<file path="config.mk">
export PLATFORM = sky130hd
export DESIGN_NAME = arb_burst_mux
export DESIGN_NICKNAME = d
export VERILOG_FILES = /design/src/rtl/arb_burst_mux_pkg.sv /design/src/rtl/arb_client_fsm.sv /design/src/rtl/arb_burst_mux.sv
export SDC_FILE = /design/constraint.sdc
export NUM_CORES = 1
export LEC_CHECK = 0
export ABC_CLOCK_PERIOD_IN_PS = 3450
export BUFFER_PORTS_ARGS = -buffer_cell sky130_fd_sc_hd__buf_2
export CAP_MARGIN = 20
export CORE_UTILIZATION = 40
export CTS_BUF_LIST = sky130_fd_sc_hd__clkbuf_16
export CTS_CLUSTER_DIAMETER = 100
export DETAILED_ROUTE_END_ITERATION = 10
export PLACE_DENSITY = 0.74
export SETUP_SLACK_MARGIN = 0.15
export SLEW_MARGIN = 20
export SYNTH_ARGS = -nofsm -noshare
export SYNTH_HDL_FRONTEND = slang
export SYNTH_HIERARCHICAL = 1
export SYNTH_SLANG_ARGS = --single-unit
</file>
<file path="constraint.sdc">
create_clock -name clock -period 3.45 [get_ports clock]
set_input_delay 0 -clock clock [delete_from_list [all_inputs] [get_ports clock]]
set_output_delay 0 -clock clock [all_outputs]
set_load 0.02 [all_outputs]
</file>
<file path="src/rtl/arb_burst_mux_pkg.sv">
// rtl/arb_burst_mux_pkg.sv - shared state encoding and counter sizing for arb_burst_mux
package arb_burst_mux_pkg;

  typedef enum logic [3:0] {
    ST_IDLE = 4'b0001,
    ST_REQ  = 4'b0010,
    ST_XFER = 4'b0100,
    ST_RLS  = 4'b1000
  } client_state_t;

  // Counters must be able to hold the larger of the two limits itself.
  function automatic int cnt_width(input int max_burst, input int timeout);
    int lim;
    lim = (max_burst > timeout) ? max_burst : timeout;
    return $clog2(lim + 1);
  endfunction

endpackage

</file>
<file path="src/rtl/arb_client_fsm.sv">
// rtl/arb_client_fsm.sv - per-client request/transfer/release FSM with beat and stall counters
module arb_client_fsm
  import arb_burst_mux_pkg::*;
#(
  parameter int MAX_BURST = 8,
  parameter int TIMEOUT   = 16,
  parameter int CW        = cnt_width(MAX_BURST, TIMEOUT)
) (
  input  logic clock,
  input  logic reset,
  input  logic valid,
  input  logic last,
  input  logic gnt,
  input  logic accept,
  output logic req,
  output logic in_xfer,
  output logic in_idle,
  output logic near_max
);

  localparam logic [CW-1:0] BEAT_LAST  = CW'(MAX_BURST - 1);
  localparam logic [CW-1:0] STALL_LAST = CW'(TIMEOUT - 1);

  client_state_t state;
  client_state_t state_nxt;
  logic [CW-1:0] beat_cnt;
  logic [CW-1:0] stall_cnt;

  always_comb begin
    state_nxt = state;
    case (state)
      ST_IDLE: if (valid) state_nxt = ST_REQ;
      ST_REQ:  if (gnt) state_nxt = ST_XFER;
      ST_XFER: begin
        if (accept && (last || beat_cnt == BEAT_LAST)) begin
          state_nxt = ST_RLS;
        end else if (!valid && stall_cnt == STALL_LAST) begin
          state_nxt = ST_RLS;
        end
      end
      // The arbiter keeps granting for a couple of cycles after req drops.
      ST_RLS:  if (!gnt) state_nxt = ST_IDLE;
      default: state_nxt = ST_IDLE;
    endcase
  end

  always_ff @(posedge clock) begin
    if (reset) begin
      state     <= ST_IDLE;
      req       <= 1'b0;
      beat_cnt  <= '0;
      stall_cnt <= '0;
    end else begin
      state <= state_nxt;
      req   <= (state_nxt == ST_REQ) || (state_nxt == ST_XFER);

      if (state_nxt == ST_XFER && state != ST_XFER) begin
        beat_cnt <= '0;
      end else if (accept) begin
        beat_cnt <= beat_cnt + CW'(1);
      end

      // Backpressure keeps valid high, so it never counts as a stall.
      if (state == ST_XFER && !valid) begin
        stall_cnt <= stall_cnt + CW'(1);
      end else begin
        stall_cnt <= '0;
      end
    end
  end

  assign in_xfer  = (state == ST_XFER);
  assign in_idle  = (state == ST_IDLE);
  assign near_max = (beat_cnt == BEAT_LAST);

endmodule

</file>
<file path="src/rtl/arb_burst_mux.sv">
// rtl/arb_burst_mux.sv - steers one granted client burst onto the shared downstream port
module arb_burst_mux
  import arb_burst_mux_pkg::*;
#(
  parameter int DW        = 32,
  parameter int MAX_BURST = 8,
  parameter int TIMEOUT   = 16
) (
  input  logic          clock,
  input  logic          reset,
  input  logic          c0_valid,
  input  logic [DW-1:0] c0_data,
  input  logic          c0_last,
  output logic          c0_ready,
  input  logic          c1_valid,
  input  logic [DW-1:0] c1_data,
  input  logic          c1_last,
  output logic          c1_ready,
  output logic          req_0,
  output logic          req_1,
  input  logic          gnt_0,
  input  logic          gnt_1,
  output logic          m_valid,
  output logic [DW-1:0] m_data,
  output logic          m_last,
  output logic          m_src,
  input  logic          m_ready,
  output logic          err
);

  logic xfer_0, xfer_1;
  logic idle_0, idle_1;
  logic near_max_0, near_max_1;
  logic gnt_clash;
  logic own_0, own_1;
  logic accept_0, accept_1;

  // A double grant is a protocol violation; nobody owns the port that cycle.
  assign gnt_clash = gnt_0 & gnt_1;
  assign own_0     = xfer_0 & gnt_0 & ~gnt_clash;
  assign own_1     = xfer_1 & gnt_1 & ~gnt_clash;

  assign c0_ready  = m_ready & own_0;
  assign c1_ready  = m_ready & own_1;
  assign accept_0  = own_0 & c0_valid & m_ready;
  assign accept_1  = own_1 & c1_valid & m_ready;

  arb_client_fsm #(
    .MAX_BURST (MAX_BURST),
    .TIMEOUT   (TIMEOUT)
  ) u_fsm_0 (
    .clock    (clock),
    .reset    (reset),
    .valid    (c0_valid),
    .last     (c0_last),
    .gnt      (gnt_0),
    .accept   (accept_0),
    .req      (req_0),
    .in_xfer  (xfer_0),
    .in_idle  (idle_0),
    .near_max (near_max_0)
  );

  arb_client_fsm #(
    .MAX_BURST (MAX_BURST),
    .TIMEOUT   (TIMEOUT)
  ) u_fsm_1 (
    .clock    (clock),
    .reset    (reset),
    .valid    (c1_valid),
    .last     (c1_last),
    .gnt      (gnt_1),
    .accept   (accept_1),
    .req      (req_1),
    .in_xfer  (xfer_1),
    .in_idle  (idle_1),
    .near_max (near_max_1)
  );

  always_comb begin
    m_valid = 1'b0;
    m_data  = '0;
    m_last  = 1'b0;
    m_src   = 1'b0;
    if (own_0) begin
      m_valid = c0_valid;
      m_data  = c0_data;
      m_last  = c0_last | near_max_0;
    end else if (own_1) begin
      m_valid = c1_valid;
      m_data  = c1_data;
      m_last  = c1_last | near_max_1;
      m_src   = 1'b1;
    end
  end

  always_ff @(posedge clock) begin
    if (reset) begin
      err <= 1'b0;
    end else if (gnt_clash || (gnt_0 && idle_0) || (gnt_1 && idle_1)) begin
      err <= 1'b1;
    end
  end

endmodule
</file>
### Word level (Yosys, flattened, before mapping)

Index checks and enable logic that the tools add are counted.

* add/sub/neg operators: 4
* eq/ne operators: 18
* muxes and demuxes: 20
* bitwise operators: 16
* reduce and logical (&&, ||, !) cells: 22

Operators by type and width (number)
* $mux W32: 2
* $mux W4: 10
* $pmux W4 S4: 2
* $add A5 B1 Y5 const B: 4
* $eq A4 B2 Y1 const B: 4
* $eq A4 B3 Y1 const B: 4
* $and A1 B1 Y1: 11
* $eq A5 B3 Y1 const B: 2
* $eq A5 B4 Y1 const B: 2
* $logic_and A1 B1 Y1: 10
* $eq A4 B1 Y1 const B: 2
* $eq A4 B4 Y1 const B: 2
* $ne A4 B3 Y1 const B: 2
* $reduce_or A2 Y1: 4
* $logic_or A1 B1 Y1: 6
* $mux W1: 6
* $not A1 Y1: 3
* $logic_not A1 Y1: 2
* $or A1 B1 Y1: 2

* bits in registers: 31
* input port bits: 73
* output and inout port bits: 40
* word-level logic and storage cells: 89

### Depth between registers and ports, before layout

Gate-level depths: netlist of the first run.

* depth in word-level cells: 11
* depth in mapped cells: 10
* depth with buffers taken out: 7

### Cells and area by module

The synthesis of the first run kept the hierarchy.

By module, submodules not included
* arb_client_fsm: times used 2, cells an instance 76, area an instance 734.5 µm², seq. area each 300.3 µm²
* arb_burst_mux: times used 1, cells an instance 54, area an instance 455.4 µm², seq. area each 20.0 µm²

### Worst setup path after synthesis of the first run

OpenSTA, ideal clock, no wires.

* kind: reg-to-reg
* start: register u_fsm_1.state[2]
* end: register u_fsm_1.req
* data arrival time: 2015 ps
* data required time: 3335 ps
* setup slack: 1320 ps
* cell stages (with the launch flop): 10
* path buffers: 3
* cells stage by stage: dfxtp_1 nor4b_4 and3b_1 buf_6 buf_6 and3_1 clkbuf_1 a21oi_1 and3_1 o21ba_1

* cells in the longest elaborated chain, start to end: 10
* elaborated cells between the ends (all ways): 18

Ends and longest elaborated chain
* start, declared: RTL line arb_client_fsm.sv:24 `client_state_t state;`
* start signal, assigned: RTL line arb_client_fsm.sv:54 `state <= state_nxt;`
* $eq A4 B3 Y1 (*): RTL line arb_client_fsm.sv:72 `assign in_xfer = (state == ST_XFER);`
* net xfer_1: RTL line arb_burst_mux.sv:31 `logic xfer_0, xfer_1;`
* $and A1 B1 Y1 (*) (2 in series): RTL line arb_burst_mux.sv:41 `assign own_1 = xfer_1 & gnt_1 & ~gnt_clash;`
* $and A1 B1 Y1 (*) (2 in series): RTL line arb_burst_mux.sv:46 `assign accept_1 = own_1 & c1_valid & m_ready;`
* net accept_1: RTL line arb_burst_mux.sv:36 `logic accept_0, accept_1;`
* $logic_and A1 B1 Y1 (*): RTL line arb_client_fsm.sv:35 `if (accept && (last || beat_cnt == BEAT_LAST)) begin`
* $mux W4 (*): RTL line arb_client_fsm.sv:35
* $pmux W4 S4 (*): RTL line arb_client_fsm.sv:31 `case (state)`
* $eq A4 B2 Y1 or $eq A4 B3 Y1 (tied branches): RTL line arb_client_fsm.sv:55 `req <= (state_nxt == ST_REQ) || (state_nxt == ST_XFER);`
* $logic_or A1 B1 Y1 (*): RTL line arb_client_fsm.sv:55
* end signal, assigned: RTL line arb_client_fsm.sv:55
* end, declared: RTL line arb_client_fsm.sv:15 `output logic req,`

The timed path passes the listed nets; every way through them passes the cells marked *.
A chain may end at the register's enable or synchronous reset.

### Worst setup path in the final report of the first run

* start: register u_fsm_0.state[2]
* end: output port m_last

* cells in the longest elaborated chain, start to end: 4

Ends and longest elaborated chain
* start, declared: RTL line arb_client_fsm.sv:24
* start signal, assigned: RTL line arb_client_fsm.sv:54
* $eq A4 B3 Y1: RTL line arb_client_fsm.sv:72
* net xfer_0: RTL line arb_burst_mux.sv:31
* $and A1 B1 Y1 (2 in series): RTL line arb_burst_mux.sv:40 `assign own_0 = xfer_0 & gnt_0 & ~gnt_clash;`
* $mux W1: RTL line arb_burst_mux.sv:85 `if (own_0) begin`
* end, declared: RTL line arb_burst_mux.sv:25 `output logic m_last,`

The timed path passes the listed nets, and every way through them passes these cells.

==> flow_summary.yaml, run 1 <==
status:
  status: "finished, violations left"
  violations: "design-rule violations"
timing:
  fin_setup_tns_ns: 0
  tightest_slew_ns: 0.378
  fin_skew_ns: 0.00432
  drv_slew: 0
  hold_viol_final: 0
  slew-limit-headroom: 0.747
  fin_crit_sh: 0.607
  fmax_mhz: 477
  setup-violations-final: 0
  rsz0062_at_grt: "no"
  layout_min_cycle_time_ns: 2.10
cells_and_area:
  finalNonFillerCells: 368
  multi_input_area_um2: 1200
  syn2layout_area_growth_pct: 38.4
  finalNetCount: 394
  ff_latch_area_um2: 621
  fillerInstances: 405
  drive_above_1_share: 0.424
  diodes: 0
power_and_ir_drop:
  p_sw_mw: 0.234
  p_int_mw: 0.840
  seq_power_share: 0.359
  power_density_nw_per_um2: 403
  irDropWorstVdd_mv: 0.325
  pwr-share-comb: 0.104
  leakage_nw: 1.35
  switching_share: 0.217
  clkPwrFrac: 0.537
hold_path:
  holdPathStages: 2
  hold_path_class: "input pin to flip-flop"
setup_path:
  max_stage_delay_ns: 0.49
  crit_required_ns: 3.45
  critPathSlowestCell: "dfxtp_1"
  arrival_ns: 2.10
  path_max_fanout: 35
  cp-end-kind: "output pin"
  worstSetupPathDepth: 5
  crit_path_start_kind: "flip-flop"
  path_cells: "nor4b_4, and3b_1, buf_4, a22o_1, buf_2"
  path_delay_family: "simple AND/OR/NAND/NOR gates"
  path_class: "flip-flop to output pin"
  rr_worst_depth: 6
  path_buf_inv: 2
drt:
  detail-route-antenna-nets: 0
  vias: 1988
  firstDrtPassIters: 9
  routedWlPerCell_um: 15.2
  drt_iter0_drc: 72
  wirelength_um: 5600
  viasPerCell: 5.40
  drc: 13
placement:
  dp_cells: 360
  routabilityCongestion: 0.858
  hpwl_um: 4280
  port_buffers: 112
clocking:
  clockBufferDepth: 2
  cts_resized: 0
  cts_tree: "built"
  postCtsSetupBuffers: 0
  clk_latency_ns: 0.28
  cts_hold_buf: 0
  htree_levels: 2
  clk_pin_slew_ns: 0.05
  cts_buffers: 5
  cts.sinks: 31
  cts-root-buf: "clkbuf_16"
grt:
  grt_max_degree: 37
  grt.total_usage: 0.211
  antenna_found_initial: 0
  grt_first_pass_wirelength_um: 8160
  grt_pass1_vias: 1774
  grt.overflow.total: 0
synth:
  ys_types: 38
  synth_area_per_cell_um2: 9.34
  yosysTopAreaCell: "dfxtp_1"
  synth_top_area_share: 0.322
  syn-num-nets: 285
  async_flop_share: 0
  synthCells: 206
  synth_edf_count: 0
  synth_area_leaders: "dfxtp_1, a22o_1, nor2_1"
  synth-seq-cells: 31
  synth_ff_type: "dfxtp_1"
  synth_top_cells_by_count: "a22o_1, dfxtp_1, nor2_1"
  yosysWarnings: 6
  syn_area_um2: 1920
  synth_most_common_cell: "a22o_1"
  ys_seq_area_frac: 0.322
floorplanning:
  initial_core_util: 0.430
  core_area_um2: 4470
  die_x_um: 71.4
  die-area_um2: 5090
  core.rowCount: 24
  die_h_um: 71.4
  pin_count: 113
flow_run:
  maxCapViolCount: 0
power groups by stage:
| stage | Sequential (mW) | Combinational (mW) | Clock, mW |
|---|---|---|---|
| after floorplan | 0.394 | 0.0458 | 0 |
| after global placement | 0.391 | 0.109 | 0 |
| after detailed placement | 0.393 | 0.111 | 0 |
| after CTS | 0.385 | 0.111 | 0.588 |
| after global routing | 0.386 | 0.120 | 0.600 |
| final | 0.385 | 0.112 | 0.577 |
worst reg2reg max path, cell delays in order (launching register included):
cell     delay, ns
dfxtp_1       0.49
nor4b_4       0.36
and3b_1       0.23
and3_1        0.34
a21oi_1       0.10
and3_1        0.19
o21ba_1       0.17
registers in the layout, indices dropped and copies added (netlist names):
register,flops
u_fsm_0/beat_cnt,5
u_fsm_0/stall_cnt,5
u_fsm_1/beat_cnt,5
u_fsm_1/stall_cnt,5
u_fsm_0/state,4
u_fsm_1/state,4
err,1
u_fsm_0/req,1
u_fsm_1/req,1
cells by family (layout without fill, tap and decap cells):
group | Yosys count | after routing | share of synthesized area
muxes | 2 | 2 | 0.0104
xor gates and xnor gates | 14 | 14 | 0.0637
adders and majority gates | 6 | 6 | 0.0390
and+or+nand+nor | 84 | 84 | 0.274
buffers and inverters | 14 | 124 | 0.0533
AOI/OAI and AO/OA | 55 | 55 | 0.237
DFF | 31 | 31 | 0.322
final timing paths:
kind	from	endpoint	slack [ns]
max reg2reg	u_fsm_0/state[2]$_SDFF_PP0_	u_fsm_0/req$_SDFF_PP0_	1.45
max	u_fsm_0/state[2]$_SDFF_PP0_	m_last	1.35
min reg2reg	u_fsm_1/stall_cnt[0]$_SDFF_PP0_	u_fsm_1/stall_cnt[0]$_SDFF_PP0_	0.45
min	reset	err$_SDFFE_PP0P_	0.06
cell type report:
class                           count  area share
Sequential cell                    31       0.233
Clock buffer                        5      0.0470
Tap cell                           52      0.0244
Clock inverter                      3      0.0254
Timing Repair Buffer              114       0.216
Multi-Input combinational cell    161       0.451
Inverter                            2     0.00282
metal layers:
layer	wire length (um)	vias up	GRT usage
li1	-	984	-
met3	453	9	0.0549
met2	2710	79	0.390
met5	0	-	0
met4	140	0	0.0956
met1	2290	916	0.223
through the flow:
step / util / hold WS, ns / power, mW / area, um2 / setup slack [ns]
global placement: 0.552 / 0.329 / 0.500 / 2470 / 1.56
global route: 0.595 / 0.0785 / 1.11 / 2660 / 1.22
CTS: 0.595 / 0.0525 / 1.08 / 2660 / 1.35
floorplan: - / 0.0793 / 0.440 / 1920 / 1.32
detailed placement: 0.552 / 0.327 / 0.504 / 2470 / 1.48
finish: 0.595 / 0.0599 / 1.07 / 2660 / 1.35
cells in the final DEF, fill, tap and decap left out, drive strengths merged, types with 4 or more instances in the layout:
cell type,netlist,layout
clkbuf,2,5
and3,10,10
xor2,10,10
ha,6,6
nor2b,4,4
o21ai,6,6
and2,4,4
nor3,4,4
nand2,6,6
nand4,4,4
nor4b,6,6
dfxtp,31,31
a22o,34,34
nor2,30,30
or2,4,4
buf,10,114
xnor2,4,4
(Power assumes the default switching activity.)
==> run 2: changes to the inputs <==
--- a/config.mk
+++ b/config.mk
@@ -5,14 +5,14 @@
 export SDC_FILE = /design/constraint.sdc
 export NUM_CORES = 1
 export LEC_CHECK = 0
-export ABC_CLOCK_PERIOD_IN_PS = 3450
+export ABC_CLOCK_PERIOD_IN_PS = 1800
 export BUFFER_PORTS_ARGS = -buffer_cell sky130_fd_sc_hd__buf_2
 export CAP_MARGIN = 20
 export CORE_UTILIZATION = 40
 export CTS_BUF_LIST = sky130_fd_sc_hd__clkbuf_16
 export CTS_CLUSTER_DIAMETER = 100
 export DETAILED_ROUTE_END_ITERATION = 10
-export PLACE_DENSITY = 0.74
+export PLACE_DENSITY = 0.77
 export SETUP_SLACK_MARGIN = 0.15
 export SLEW_MARGIN = 20
 export SYNTH_ARGS = -nofsm -noshare
==> constraint.sdc (replaced) <==
create_clock -name clock -period 1.8 [get_ports clock]
set_input_delay 0 -clock clock [delete_from_list [all_inputs] [get_ports clock]]
set_output_delay 0 -clock clock [all_outputs]
set_load 0.02 [all_outputs]
==> flow_summary.yaml, run 2 (synthesis results as in run 1) <==
status:
  violations: "design-rule violations"
  status: "finished, violations left"
grt:
  grt_first_pass_wirelength_um: 8440
  grt_pass1_vias: 1884
  grt.total_usage: 0.211
  antenna_found_initial: 0
  grt.overflow.total: 0
  grt_max_degree: 37
floorplanning:
  die-area_um2: 5090
  die_x_um: 71.4
  die_h_um: 71.4
  core_area_um2: 4470
  core.rowCount: 24
  pin_count: 113
  initial_core_util: 0.430
cells_and_area:
  fillerInstances: 370
  final_common_cell: "buf_2"
  layout_common_cells: "buf_2, a22o_1, nor2_1, dfxtp_1, buf_4"
  finalNetCount: 410
  syn2layout_area_growth_pct: 49.9
  stdcell_area_um2: 2880
  ff_latch_area_um2: 632
  post-route-util: 0.645
  finalNonFillerCells: 384
  diodes: 0
  drive_above_1_share: 0.506
  multi_input_area_um2: 1240
setup_path:
  crit_required_ns: 1.97
  reg2reg_to: "u_fsm_1/req$_SDFF_PP0_"
  r2r-start: "u_fsm_1/state[3]$_SDFF_PP0_"
  path_max_fanout: 7
  cp-end-kind: "flip-flop"
  path_cells: "nor4b_4, and3b_2, and3_4, nand2_1, and3_4, o21ba_1"
  arrival_ns: 1.90
  crit_path_start_kind: "flip-flop"
  path_class: "flip-flop to flip-flop"
  path_buf_inv: 0
  critPathLaunch: "u_fsm_1/state[3]$_SDFF_PP0_"
  rr_worst_depth: 6
  max_stage_delay_ns: 0.33
  critPathCapture: "u_fsm_1/req$_SDFF_PP0_"
  worstSetupPathDepth: 6
  critPathSlowestCell: "dfxtp_2"
  cpMostUsedCell: "and3_4"
  r2r_slack_ns: 0.07
  path_delay_family: "simple AND/OR/NAND/NOR gates"
power_and_ir_drop:
  switching_share: 0.225
  fin_total_pwr_mw: 1.91
  clkPwrFrac: 0.494
  p_sw_mw: 0.431
  power_density_nw_per_um2: 662
  seq_power_share: 0.378
  pwr-share-comb: 0.128
  p_int_mw: 1.48
  irDropWorstVdd_mv: 0.534
  leakage_nw: 1.43
clocking:
  cts_tree: "built"
  cts_buffers: 5
  cts_hold_buf: 0
  cts-root-buf: "clkbuf_16"
  cts.sinks: 31
  clk_pin_slew_ns: 0.05
  clockBufferDepth: 2
  htree_levels: 2
  clk_latency_ns: 0.28
flow_run:
  maxCapViolCount: 0
timing:
  slew-limit-headroom: 0.789
  hold-worst-slack_ns: 0.0568
  worst_slack_ns: 0.0748
  fin_crit_sh: 0.958
  fin_setup_tns_ns: 0
  hold_viol_final: 0
  setup-violations-final: 0
  layout_min_cycle_time_ns: 1.73
  fin_skew_ns: 0.00475
  tightest_slew_ns: 0.316
  drv_slew: 0
  fmax_mhz: 580
  rsz0062_at_grt: "yes"
placement:
  routabilityCongestion: 0.852
  placedInstanceArea_um2: 2550
  dp_cells: 369
  port_buffers: 112
  dp_slack_ns: 0.0689
  hpwl_um: 4000
drt:
  viasPerCell: 5.41
  wirelength_um: 5770
  routedWlPerCell_um: 15.0
  drc: 13
  vias: 2079
  firstDrtPassIters: 8
  drt_iter0_drc: 88
  detail-route-antenna-nets: 0
hold_path:
  holdPathStages: 2
  hold_path_class: "input pin to flip-flop"
-- run 2: changes by cell type in the layout (fill, tap and decap cells not counted), sizes merged --
cell / before / now
clkbuf: 5 / 7
bufinv: 2 / 1
clkinv: 0 / 2
buf: 114 / 128
clkinvlp: 1 / 0
-- run 2: metal layers --
metal | part of all wire | vias up | track usage
li1 | - | 1015 | -
met5 | 0 | - | 0
met4 | 0.017 | 0 | 0.0867
met1 | 0.42 | 974 | 0.249
met3 | 0.073 | 10 | 0.0478
met2 | 0.49 | 80 | 0.368
-- run 2: how the worst min path moves through the flow --
| stage | from | to | slack (ns) |
|---|---|---|---|
| 2_1_floorplan | reset | err$_SDFFE_PP0P_ | 0.08 |
| 3_5_place_dp | c0_data[21] | m_data[21] | 0.33 |
| 4_1_cts | reset | err$_SDFFE_PP0P_ | 0.06 |
| 5_1_grt | reset | err$_SDFFE_PP0P_ | 0.07 |
| 6_report | reset | err$_SDFFE_PP0P_ | 0.06 |
| 3_3_place_gp | c0_data[30] | m_data[30] | 0.33 |
-- run 2: power groups by stage --
stage | logic, mW | registers, mW | clock network, mW
floorplan | 0.0881 | 0.755 | 0
global placement | 0.237 | 0.736 | 0
detailed placement | 0.240 | 0.737 | 0
CTS | 0.243 | 0.723 | 0.954
global route | 0.268 | 0.725 | 0.982
finish | 0.244 | 0.722 | 0.944
-- run 2: layout make-up --
type | count | share of cell area
Tap cell | 52 | 0.0226
Inverter | 2 | 0.00260
Clock inverter | 3 | 0.0134
Sequential cell | 31 | 0.219
Timing Repair Buffer | 130 | 0.268
Multi-Input combinational cell | 161 | 0.431
Clock buffer | 5 | 0.0434
-- run 2: timing repair --
action                     CTS  global route
hold endpoints to repair     0             0
buffers inserted             4             1
gates resized for setup     14            14
pin swaps                    1            10
setup endpoints to repair   40            46
cloned                       0             2
==> run 3: changes to the inputs <==
--- a/config.mk
+++ b/config.mk
@@ -8,13 +8,11 @@
 export ABC_CLOCK_PERIOD_IN_PS = 1800
 export BUFFER_PORTS_ARGS = -buffer_cell sky130_fd_sc_hd__buf_2
 export CAP_MARGIN = 20
-export CORE_UTILIZATION = 40
+export CORE_UTILIZATION = 25
 export CTS_BUF_LIST = sky130_fd_sc_hd__clkbuf_16
 export CTS_CLUSTER_DIAMETER = 100
 export DETAILED_ROUTE_END_ITERATION = 10
-export PLACE_DENSITY = 0.77
 export SETUP_SLACK_MARGIN = 0.15
-export SLEW_MARGIN = 20
 export SYNTH_ARGS = -nofsm -noshare
 export SYNTH_HDL_FRONTEND = slang
 export SYNTH_HIERARCHICAL = 1
==> flow_summary.yaml, run 3 (synthesis results as in run 1) <==
timing:
  fin_crit_sh: 0.992
  layout_min_cycle_time_ns: 1.79
  fmax_mhz: 560
  hold_viol_final: 0
  worst_slack_ns: 0.0139
  drv_slew: 0
  hold-worst-slack_ns: 0.0626
  tightest_slew_ns: 0.313
  setup-violations-final: 0
  rsz0062_at_grt: "yes"
  fin_skew_ns: 0.00382
  slew-limit-headroom: 0.791
setup_path:
  arrival_ns: 1.79
  path_class: "flip-flop to output pin"
  cp-end-kind: "output pin"
  crit_required_ns: 1.80
  path_max_fanout: 8
  crit_path_start_kind: "flip-flop"
floorplanning:
  die-area_um2: 8050
  core_area_um2: 7330
  die_x_um: 89.7
  pin_count: 113
  die_h_um: 89.7
  initial_core_util: 0.263
  core.rowCount: 31
grt:
  grt_max_degree: 19
  grt.overflow.total: 0
  grt.total_usage: 0.173
  antenna_found_initial: 2
  grt_first_pass_wirelength_um: 10800
  grt_pass1_vias: 2131
power_and_ir_drop:
  p_sw_mw: 0.443
  seq_power_share: 0.405
  power_density_nw_per_um2: 515
  clkPwrFrac: 0.452
  pwr-share-comb: 0.143
  switching_share: 0.249
  leakage_nw: 1.61
  p_int_mw: 1.34
  irDropWorstVdd_mv: 0.474
placement:
  placedInstanceArea_um2: 2620
  port_buffers: 112
  dp_slack_ns: 0.113
  hpwl_um: 4910
  routabilityCongestion: 0.809
  dp_cells: 417
cells_and_area:
  fillerInstances: 674
  finalNonFillerCells: 449
  layout_common_cells: "buf_2, buf_6, nor2_1, a22o_1, buf_4"
  drive_above_1_share: 0.566
  finalNetCount: 426
  final_common_cell: "buf_2"
  syn2layout_area_growth_pct: 79.7
  stdcell_area_um2: 3460
  post-route-util: 0.472
clocking:
  cts_tree: "built"
  htree_levels: 2
  cts_buffers: 5
  clk_latency_ns: 0.28
  clockBufferDepth: 2
  cts.sinks: 31
  clk_pin_slew_ns: 0.05
  cts-root-buf: "clkbuf_16"
drt:
  routedWlPerCell_um: 16.6
  firstDrtPassIters: 4
  viasPerCell: 4.89
  detail-route-antenna-nets: 0
  drt_iter0_drc: 79
  vias: 2194
  wirelength_um: 7470
  drc: 0
flow_run:
  maxCapViolCount: 0
hold_path:
  hold_path_class: "input pin to flip-flop"
status:
  status: "completed"
## run 3: layout make-up
cell class                 instances  area (um2)  share of cell area
multi-input combinational        161        1340               0.389
inverter                           2        7.51             0.00217
antenna                            2        5.00             0.00145
clock inverter                     3        16.3             0.00470
timing repair buffer             146        1200               0.348
sequential                        31         633               0.183
clock buffer                       5         125              0.0362
tap                               99         124              0.0358
## run 3: layer usage
metal	track usage	wire, um	up-vias
li1	-	-	1054
met1	0.198	2930	1025
met2	0.301	3690	94
met3	0.0474	526	21
met4	0.0724	323	0
met5	0	0	-
## run 3: timing repair
| item | CTS | global route |
|---|---|---|
| hold buffers | 0 | 0 |
| endpoints found under the setup margin | 37 | 51 |
| gates cloned | 2 | 6 |
| endpoints found under the hold margin | 0 | 0 |
| pin swaps | 8 | 28 |
| resized for setup | 40 | 66 |
| buffers inserted | 5 | 9 |
## run 3: path summary, 6_finish.rpt
| check | slack (ns) | end | from | cells after the start |
|---|---|---|---|---|
| max | 0.01 | m_data[8] | u_fsm_1/state[3]$_SDFF_PP0_ | 6 |
| min | 0.06 | err$_SDFFE_PP0P_ | reset | 2 |
| max reg2reg | 0.04 | u_fsm_1/beat_cnt[4]$_SDFFE_PP0P_ | u_fsm_1/state[3]$_SDFF_PP0_ | 8 |
| min reg2reg | 0.44 | u_fsm_0/stall_cnt[0]$_SDFF_PP0_ | u_fsm_0/stall_cnt[0]$_SDFF_PP0_ | 1 |
## run 3: worst max-delay path, stage by stage, from the launching register on
cell and delay, ns:
dfxtp_2 0.34, nor4b_4 0.28, and3b_2 0.29, buf_4 0.14, clkbuf_16 0.14, a22o_1 0.17
buf_4 0.15
## run 3: power groups by stage
stage	Sequential, mW	Clock [mW]	Combinational (mW)
after floorplan	0.755	0	0.0881
after global placement	0.737	0	0.244
after detailed placement	0.738	0	0.244
after CTS	0.723	0.819	0.248
after global routing	0.724	0.857	0.280
final	0.723	0.805	0.255
## run 3: stage by stage
stage               power [mW]  TNS [ns]
global placement         0.981         0
detailed placement       0.982         0
finish                    1.78         0
floorplan                0.844    -0.423
CTS                       1.79         0
global route              1.86    -0.144
